===== config.mk =====
export PLATFORM = sky130hd
export DESIGN_NAME = alu_multicycle
export DESIGN_NICKNAME = d
export VERILOG_FILES = /design/src/rtl/alu_pkg.sv /design/src/rtl/alu_iter_muldiv.sv /design/src/rtl/alu_multicycle.sv
export SDC_FILE = /design/constraint.sdc
export NUM_CORES = 1
export LEC_CHECK = 0
export ABC_AREA = 1
export CAP_MARGIN = 15
export CORE_ASPECT_RATIO = 0.75
export CORE_MARGIN = 3
export CORE_UTILIZATION = 45
export DETAILED_ROUTE_END_ITERATION = 8
export SYNTH_ARGS = -nofsm -noshare
export SYNTH_HDL_FRONTEND = slang
export SYNTH_SLANG_ARGS = --single-unit
export TNS_END_PERCENT = 10

===== constraint.sdc =====
create_clock -name clk -period 4.05 [get_ports clk]
set_input_delay 0.81 -clock clk [delete_from_list [all_inputs] [get_ports clk]]
set_output_delay 0.81 -clock clk [all_outputs]
set_load 0.005 [all_outputs]

===== src/rtl/alu_pkg.sv =====
// Shared opcode map, FSM state type and opcode classification helpers.
package alu_pkg;

    localparam logic [3:0] OP_MOV      = 4'b0000;
    localparam logic [3:0] OP_NOT      = 4'b0001;
    localparam logic [3:0] OP_ADD      = 4'b0010;
    localparam logic [3:0] OP_SUB      = 4'b0011;
    localparam logic [3:0] OP_OR       = 4'b0100;
    localparam logic [3:0] OP_AND      = 4'b0101;
    localparam logic [3:0] OP_SLTU     = 4'b0110;
    localparam logic [3:0] OP_SLT      = 4'b0111;
    localparam logic [3:0] OP_SLL      = 4'b1000;
    localparam logic [3:0] OP_LI       = 4'b1001;
    localparam logic [3:0] OP_LUI      = 4'b1010;
    localparam logic [3:0] OP_SRL      = 4'b1011;
    localparam logic [3:0] OP_MUL      = 4'b1100;
    localparam logic [3:0] OP_DIVU     = 4'b1101;
    localparam logic [3:0] OP_REMU     = 4'b1110;
    localparam logic [3:0] OP_RESERVED = 4'b1111;

    typedef enum logic [1:0] {
        StIdle   = 2'd0,
        StIter   = 2'd1,
        StFinish = 2'd2
    } state_e;

    // Ops that need the iterative engine (unless a divide hits B==0).
    function automatic logic is_iter_op(input logic [3:0] op);
        return (op == OP_MUL) || (op == OP_DIVU) || (op == OP_REMU);
    endfunction

    function automatic logic is_div_op(input logic [3:0] op);
        return (op == OP_DIVU) || (op == OP_REMU);
    endfunction

endpackage


===== src/rtl/alu_iter_muldiv.sv =====
// Bit-serial engine: shift-add multiply or restoring divide, one bit per step.
// The *_o outputs show the value the registers will hold after the current
// step, so the caller can capture the final answer on the last step edge.
module alu_iter_muldiv
    import alu_pkg::*;
#(
    parameter int unsigned WIDTH = 32
) (
    input  logic             clk,
    input  logic             rst_n,
    input  logic             load_i,
    input  logic             step_i,
    input  logic             div_i,
    input  logic [WIDTH-1:0] a_i,
    input  logic [WIDTH-1:0] b_i,
    output logic [WIDTH-1:0] product_o,
    output logic [WIDTH-1:0] quotient_o,
    output logic [WIDTH-1:0] remainder_o
);

    // acc: product accumulator (mul) or partial remainder (div)
    // x:   multiplier shifting right (mul) or dividend/quotient shifting left (div)
    // y:   multiplicand shifting left (mul) or fixed divisor (div)
    logic [WIDTH-1:0] acc_q, acc_d, acc_step;
    logic [WIDTH-1:0] x_q, x_d, x_step;
    logic [WIDTH-1:0] y_q, y_d, y_step;
    logic             div_q, div_d;
    logic [WIDTH:0]   rshift;

    // One iteration of the selected algorithm.
    always_comb begin
        acc_step = acc_q;
        x_step   = x_q;
        y_step   = y_q;
        rshift   = {acc_q, x_q[WIDTH-1]};
        if (div_q) begin
            if (rshift >= {1'b0, y_q}) begin
                // True difference is below y, so W-bit wraparound is exact.
                acc_step = rshift[WIDTH-1:0] - y_q;
                x_step   = {x_q[WIDTH-2:0], 1'b1};
            end else begin
                acc_step = rshift[WIDTH-1:0];
                x_step   = {x_q[WIDTH-2:0], 1'b0};
            end
        end else begin
            acc_step = x_q[0] ? (acc_q + y_q) : acc_q;
            x_step   = x_q >> 1;
            y_step   = y_q << 1;
        end
    end

    // Next-state selection: load wins over step.
    always_comb begin
        acc_d = acc_q;
        x_d   = x_q;
        y_d   = y_q;
        div_d = div_q;
        if (load_i) begin
            acc_d = '0;
            x_d   = a_i;
            y_d   = b_i;
            div_d = div_i;
        end else if (step_i) begin
            acc_d = acc_step;
            x_d   = x_step;
            y_d   = y_step;
        end
    end

    // Engine state registers.
    always_ff @(posedge clk or negedge rst_n) begin
        if (!rst_n) begin
            acc_q <= '0;
            x_q   <= '0;
            y_q   <= '0;
            div_q <= 1'b0;
        end else begin
            acc_q <= acc_d;
            x_q   <= x_d;
            y_q   <= y_d;
            div_q <= div_d;
        end
    end

    assign product_o   = acc_step;
    assign quotient_o  = x_step;
    assign remainder_o = acc_step;

endmodule


===== src/rtl/alu_multicycle.sv =====
// Multi-cycle ALU: single-cycle ops finish in one cycle, mul/divu/remu iterate
// WIDTH cycles through alu_iter_muldiv.
module alu_multicycle
    import alu_pkg::*;
#(
    parameter int unsigned WIDTH = 32,
    parameter int unsigned CNT_W = 6
) (
    input  logic             clk,
    input  logic             rst_n,
    input  logic             start,
    input  logic [3:0]       op,
    input  logic [WIDTH-1:0] a_in,
    input  logic [WIDTH-1:0] b_in,
    output logic             busy,
    output logic             done,
    output logic [WIDTH-1:0] result,
    output logic             eq,
    output logic             err
);

    localparam int unsigned SHAMT_W = $clog2(WIDTH);
    localparam int unsigned HALF    = WIDTH / 2;

    state_e           state_q, state_d;
    logic [3:0]       op_q, op_d;
    logic [WIDTH-1:0] a_q, a_d;
    logic [WIDTH-1:0] b_q, b_d;
    logic [CNT_W-1:0] cnt_q, cnt_d;
    logic [WIDTH-1:0] result_q, result_d;
    logic             eq_q, eq_d;
    logic             err_q, err_d;
    logic             done_q, done_d;

    logic             eng_load, eng_step, eng_div;
    logic [WIDTH-1:0] eng_product, eng_quotient, eng_remainder;
    logic [WIDTH-1:0] sc_result;
    logic             sc_err;
    logic             iter_req;

    alu_iter_muldiv #(
        .WIDTH (WIDTH)
    ) u_iter (
        .clk         (clk),
        .rst_n       (rst_n),
        .load_i      (eng_load),
        .step_i      (eng_step),
        .div_i       (eng_div),
        .a_i         (a_in),
        .b_i         (b_in),
        .product_o   (eng_product),
        .quotient_o  (eng_quotient),
        .remainder_o (eng_remainder)
    );

    // Single-cycle results, including the divide-by-zero and reserved shortcuts.
    always_comb begin
        sc_result = result_q;
        sc_err    = 1'b0;
        unique case (op)
            OP_MOV:  sc_result = a_in;
            OP_NOT:  sc_result = ~a_in;
            OP_ADD:  sc_result = a_in + b_in;
            OP_SUB:  sc_result = a_in - b_in;
            OP_OR:   sc_result = a_in | b_in;
            OP_AND:  sc_result = a_in & b_in;
            OP_SLTU: sc_result = {{(WIDTH-1){1'b0}}, (a_in < b_in)};
            OP_SLT:  sc_result = {{(WIDTH-1){1'b0}}, ($signed(a_in) < $signed(b_in))};
            OP_SLL:  sc_result = a_in << b_in[SHAMT_W-1:0];
            OP_SRL:  sc_result = a_in >> b_in[SHAMT_W-1:0];
            OP_LI:   sc_result = {result_q[WIDTH-1:HALF], b_in[HALF-1:0]};
            OP_LUI:  sc_result = {b_in[HALF-1:0], result_q[HALF-1:0]};
            OP_MUL:  sc_result = result_q;
            OP_DIVU: begin
                sc_result = '1;
                sc_err    = 1'b1;
            end
            OP_REMU: begin
                sc_result = a_in;
                sc_err    = 1'b1;
            end
            OP_RESERVED: begin
                sc_result = result_q;
                sc_err    = 1'b1;
            end
            default: sc_result = result_q;
        endcase
    end

    assign iter_req = is_iter_op(op) && !(is_div_op(op) && (b_in == '0));

    // FSM next state, operand capture and output updates.
    always_comb begin
        state_d  = state_q;
        op_d     = op_q;
        a_d      = a_q;
        b_d      = b_q;
        cnt_d    = cnt_q;
        result_d = result_q;
        eq_d     = eq_q;
        err_d    = err_q;
        done_d   = 1'b0;
        eng_load = 1'b0;
        eng_step = 1'b0;
        eng_div  = 1'b0;
        unique case (state_q)
            StIdle: begin
                if (start) begin
                    op_d = op;
                    a_d  = a_in;
                    b_d  = b_in;
                    if (iter_req) begin
                        eng_load = 1'b1;
                        eng_div  = is_div_op(op);
                        cnt_d    = '0;
                        state_d  = StIter;
                    end else begin
                        result_d = sc_result;
                        err_d    = sc_err;
                        eq_d     = (a_in == b_in);
                        done_d   = 1'b1;
                        state_d  = StFinish;
                    end
                end
            end
            StIter: begin
                eng_step = 1'b1;
                cnt_d    = cnt_q + CNT_W'(1);
                if (cnt_q == CNT_W'(WIDTH - 1)) begin
                    // Last step: engine outputs already show the final value.
                    if (op_q == OP_MUL) begin
                        result_d = eng_product;
                    end else if (op_q == OP_DIVU) begin
                        result_d = eng_quotient;
                    end else begin
                        result_d = eng_remainder;
                    end
                    err_d   = 1'b0;
                    eq_d    = (a_q == b_q);
                    done_d  = 1'b1;
                    state_d = StFinish;
                end
            end
            StFinish: begin
                state_d = StIdle;
            end
            default: begin
                state_d = StIdle;
            end
        endcase
    end

    // Control and result registers.
    always_ff @(posedge clk or negedge rst_n) begin
        if (!rst_n) begin
            state_q  <= StIdle;
            op_q     <= '0;
            a_q      <= '0;
            b_q      <= '0;
            cnt_q    <= '0;
            result_q <= '0;
            eq_q     <= 1'b0;
            err_q    <= 1'b0;
            done_q   <= 1'b0;
        end else begin
            state_q  <= state_d;
            op_q     <= op_d;
            a_q      <= a_d;
            b_q      <= b_d;
            cnt_q    <= cnt_d;
            result_q <= result_d;
            eq_q     <= eq_d;
            err_q    <= err_d;
            done_q   <= done_d;
        end
    end

    assign busy   = (state_q != StIdle);
    assign done   = done_q;
    assign result = result_q;
    assign eq     = eq_q;
    assign err    = err_q;

endmodule

Word-level counts from Yosys, hierarchy flattened
Cells that the tools add are included.
- register bits: 208
- input bits: 71
- $add $sub $neg: 5
- magnitude comparators: 3
- equal/unequal tests: 29
- shift operators: 2
- multiplexer cells: 46
- bitwise operators: 3
- reduce and logical (&&, ||, !) cells: 22
- operators by type and width (cell ; number):
    two-way mux 32 bit ; 16
    case mux 32 bit (13 select lines) ; 1
    adder 32 bit ; 2
    equality test 32 bit ; 2
    less-than comparator 32 bit ; 2
    case mux 32 bit (2 select lines) ; 1
    subtractor 32 bit ; 2
    equality test 4 bit (second input constant) ; 10
    >= comparator 33 x 32 -> 1 bit ; 1
    AND 32 bit ; 1
    logical NOT 32 bit ; 1
    NOT 32 bit ; 1
    bitwise OR 32 bit ; 1
    left shift 32 x 5 -> 32 bit ; 1
    >> shifter 32 x 5 -> 32 bit ; 1
    two-way mux 1 bit ; 18
    equality test 4 x 3 -> 1 bit (second input constant) ; 4
    inequality test 2 bit (second input constant) ; 8
    two-way mux 6 bit ; 2
    case mux 6 bit (2 select lines) ; 1
    AND reduction 6 bit ; 2
    equality test 4 x 2 -> 1 bit (second input constant) ; 2
    adder 6 x 1 -> 6 bit (second input constant) ; 1
    equality test 6 x 5 -> 1 bit (second input constant) ; 1
    other kinds (16) ; 28

Logic depth before layout (Yosys ltp)
- depth after elaboration: 10
- mapped depth: 19
- mapped depth without buffers: 18

By module
Synthesis repeated with hierarchy kept, for this count alone.
- cell total of the unflattened synthesis: 4714
- area total of the unflattened synthesis: 26853.3 µm²
- by module, submodules not included (module ; instances ; cells an instance ; area each (µm²) ; sequential area each (µm²)):
    alu_multicycle ; 1 ; 2870 ; 15970.3 ; 2777.7
    alu_iter_muldiv ; 1 ; 1844 ; 10882.9 ; 2427.3

Least setup slack after synthesis
No wires, ideal clock.
- path type: input -> register
- start: input b_in[3]
- end: register result_q[0], in the netlist result[0]
- setup time: 122 ps
- arrival time: 2962 ps
- slack: 966 ps
- cell stages on the path: 19
- path buffers: 3
- cell sequence: inv_1 > clkbuf_1 > clkbuf_1 > ha_1 > buf_2 > inv_1 > nand3_1 > nand2_1 > nand2_1 > nand2_1 > nand2_1 > nand2_1 > nand2_1 > nand2_1 > nor2_1 > nor2_1 > nand2_1 > a21oi_1 > a21oi_1
- longest elaborated chain between the ends: 6
- RTL lines (what ; RTL line ; RTL):
    start: declaration ; alu_multicycle.sv:14 ; input logic [WIDTH-1:0] b_in,
    branches (longest 6 deep; another with less-than comparator 32 bit) ; n/a ;
    end signal: assignment ; alu_multicycle.sv:171 ; result_q <= result_d;
    end: declaration ; alu_multicycle.sv:30 ; logic [WIDTH-1:0] result_q, result_d;
Several ways; the timed one is not identified. The select of a mux whose other input is x is not followed.
A chain may end at the register's enable or synchronous reset.

Final worst setup path
- start: input a_in[4]
- end: register result_q[9], in the netlist result[9]
- longest elaborated chain between the ends: 5
- RTL lines (what ; RTL line ; RTL):
    start: declaration ; alu_multicycle.sv:13 ; input logic [WIDTH-1:0] a_in,
    subtractor 32 bit, or another cell as far along ; alu_multicycle.sv:64 ; OP_SUB: sc_result = a_in - b_in;
    case mux 32 bit (13 select lines) (*) ; alu_multicycle.sv:60 ; unique case (op)
    two-way mux 32 bit (*) ; alu_multicycle.sv:112 ; if (iter_req) begin
    two-way mux 32 bit (*) ; alu_multicycle.sv:108 ; if (start) begin
    case mux 32 bit (2 select lines) (*) ; alu_multicycle.sv:106 ; unique case (state_q)
Mark *: on every way between the ends. The rest lies on a longest branch, timed or not. The select of a mux whose other input is x is not followed.

==> metrics.csv <==
metric,value,unit
yosys.area.top_type,nand2_1,
synth.top_cells.by_count,"1388 x nand2_1, 620 x inv_1, 563 x nand3_1",
async_flop_share,1.000,
yosysMostFrequentCell,nand2_1,
drtIter0Drc,5208,
crit_path_max_fanout,8,
grt_pass1_vias,27320,
drt_first_pass_iters,9,
drv_cap,0,
nNetsFinal,4819,
synth_top_flop_cell,dfrtp_1,
period_minus_slack,3.673,ns
period_share,0.9069,
hp-class,input pin to asynchronous set/reset pin,
dr_total_vias,31980,
layout-drive-gt1-share,0.06819,
skew,0.02181,ns
cp_slowest_stage_delay,0.54,ns
power_density,634.2,nW/µm²
peakVddDrop,457.0,µV
placement_rows,75,
path_clk_slew,0.07,ns
tritoncts,done,
synthAdderAreaFrac,0.08513,
gr-total-overflow,0,
synth_top_family_by_area,simple AND/OR/NAND/NOR gates,
dieArea,59890,µm²
timing_hold_violations_final,0,
synthTopCellsByArea,"nand2_1 20%, dfrtp_1 20%, nand3_1 11%",
synthCells,4421,
timing.final.ws_setup,0.3771,ns
critPathKind,input pin to flop,
critPathLaunchType,input pin,
vias_per_cell,6.006,
end_kind,flop,
core_area,56120,µm²
crit_arrival,4.08,ns
synth_seq_area_share,0.2031,
portBuffers,106,
maxSlewHeadroom,0.3583,
initial_core_util,0.4568,
h-tree-depth,1,
synth-compound-area-share,0.1577,
tightest_slew,0.9590,ns
hold_buffers,0,
slowest_stage,o21ai_0,
die_w,281.6,µm
place_area,28480,µm²
dp.final_hpwl,112100,µm
critPathTopFamily,simple AND/OR/NAND/NOR gates,
cpMostUsedCell,nand2_1,
wl,135600,µm
fill_cells,6065,
post-place-cells,5285,
final-setup-viol-count,0,
wire_per_inst,25.47,µm
ys_ff_latch,208,
synthSimpleGateAreaFrac,0.4038,
drc,0,
rsz0062_at_grt,no,
synthXorXnorAreaFrac,0.01435,
post_cts_buffers,0,
grt_max_degree,101,
ant_nets,0,
cts.sinks,208,
power.total,18.53,mW
place_ws,0.1304,ns
cts-root-buf,clkbuf_16,
areaGrowthSynthToFinish,14.00,%
critPathBufInv,4,
synth_warnings,0,
die_h,212.7,µm
cp_data_required_time,4.45,ns
syn_nets,4664,
globalplace.congestion,1.165,
muxShareOfSynthArea,0.01132,
p_leak,15.50,nW
antenna_found_initial,2,
cts_resized,0,
fin_area,29220,µm²
insertion_delay,0.53,ns
io-pin-count,107,
syn-cell-area,25630,µm²
tns,0,ns
instances_no_fill,5325,
grt_pass1_wl,191500,µm
clk_path_buf_depth,3,
drv_slew,0,
yosys.area.top_type_share,0.2033,
avgSynthCellArea,5.798,µm²
globalRouteTotalUtil,0.4390,
cts_buffers,20,
ys_types,52,
max_freq,0.2723,GHz
cp_cell_sequence,clkdlybuf4s50_1 > inv_1 > ha_1 > inv_1 > nand2_1 > nand2_1 > inv_1 > nand3_1 > nand2_1 > nand2_1 > o21ai_0 > nand4_1 > a21oi_1 > a21oi_1,
synth_edf_count,0,
status,"finished, final reports clean",
-- per-layer routing --
metal  wire length [µm]  GRT usage  vias up
li1                   -          -    14700
met1              60910     0.6766    14910
met2              47490     0.5351     2191
met3              23570     0.2039      180
met4               3498    0.09509        4
met5                174          0        -
-- registers in the layout, summed over array words and instances (netlist names) --
name / cells
a_q: 32
b_q: 32
result: 32
u_iter.acc_q: 32
u_iter.x_q: 32
u_iter.y_q: 32
cnt_q: 6
op_q: 4
state_q: 2
done: 1
eq: 1
err: 1
u_iter.div_q: 1
-- power breakdown --
| group | total [mW] | switching [mW] | internal, mW |
|---|---|---|---|
| Sequential | 3.73 | 0.805 | 2.92 |
| Combinational | 12.6 | 8.53 | 4.11 |
| Clock | 2.17 | 0.926 | 1.24 |
-- cell usage in the layout (no fill, tap or decap), types with 23 or more instances in the layout --
master	n
nand2_1	1387
inv_1	618
nand3_1	563
nor2_1	326
a21oi_1	282
dfrtp_1	207
buf_4	201
o21ai_0	200
ha_1	168
clkdlybuf4s50_1	102
o211ai_1	76
nand4_1	55
nor3_1	40
o221ai_1	34
o21ai_1	33
mux2i_1	29
o22ai_1	23
xnor2_1	23
-- through the flow --
step	util	hold WS [ns]
2_1_floorplan	-	0.4531
3_3_place_gp	0.5076	0.4737
3_5_place_dp	0.5076	0.4814
4_1_cts	0.5206	0.3472
5_1_grt	0.5206	0.3752
6_report	0.5207	0.2947
-- logic make-up after synthesis --
group	Yosys count
AOI/OAI and AO/OA	703
xor gates and xnor gates	42
adders and majority gates	172
buffers and inverters	814
DFF	208
muxes	29
and+or+nand+nor	2453
-- cell type report --
type | count | area (µm²) | share of cell area
clock buffers | 25 | 550.5 | 0.01884
repair buffers | 316 | 2740 | 0.09377
inverters | 631 | 2371 | 0.08114
well taps | 731 | 914.6 | 0.03130
multi-input cells | 3399 | 17250 | 0.5903
clock inverters | 11 | 176.4 | 0.006037
flip-flops and latches | 208 | 5209 | 0.1782
diodes | 4 | 10.01 | 0.0003425
-- worst paths after layout --
check	startpoint	end	slack, ns	cells after the start
max	a_in[4]	result[9]$_DFFE_PN0P_	0.38	14
min	rst_n	a_q[7]$_DFFE_PN0P_	0.29	1
max reg2reg	u_iter.y_q[8]$_DFFE_PN0P_	result[26]$_DFFE_PN0P_	0.47	18
min reg2reg	u_iter.x_q[31]$_DFFE_PN0P_	u_iter.x_q[31]$_DFFE_PN0P_	0.50	2
max in group asynchronous	rst_n	u_iter.acc_q[4]$_DFFE_PN0P_	2.87	2
min in group clk	u_iter.x_q[31]$_DFFE_PN0P_	u_iter.x_q[31]$_DFFE_PN0P_	0.50	2
-- worst register-to-register path, stage by stage (launching register included) --
cell     delay (ns)
dfrtp_1        0.37
inv_1          0.10
ha_1           0.36
nand2_1        0.16
inv_1          0.06
nand2_1        0.06
nand2_1        0.08
inv_1          0.06
nand3_1        0.25
nand2_1        0.30
nand3_2        0.12
nand2_2        0.34
nand2_2        0.34
buf_4          0.29
nand2_1        0.10
nand3_1        0.09
nand3_1        0.17
nand2_1        0.12
a21oi_1        0.13
No activity file was read; power rests on OpenSTA's default activity.
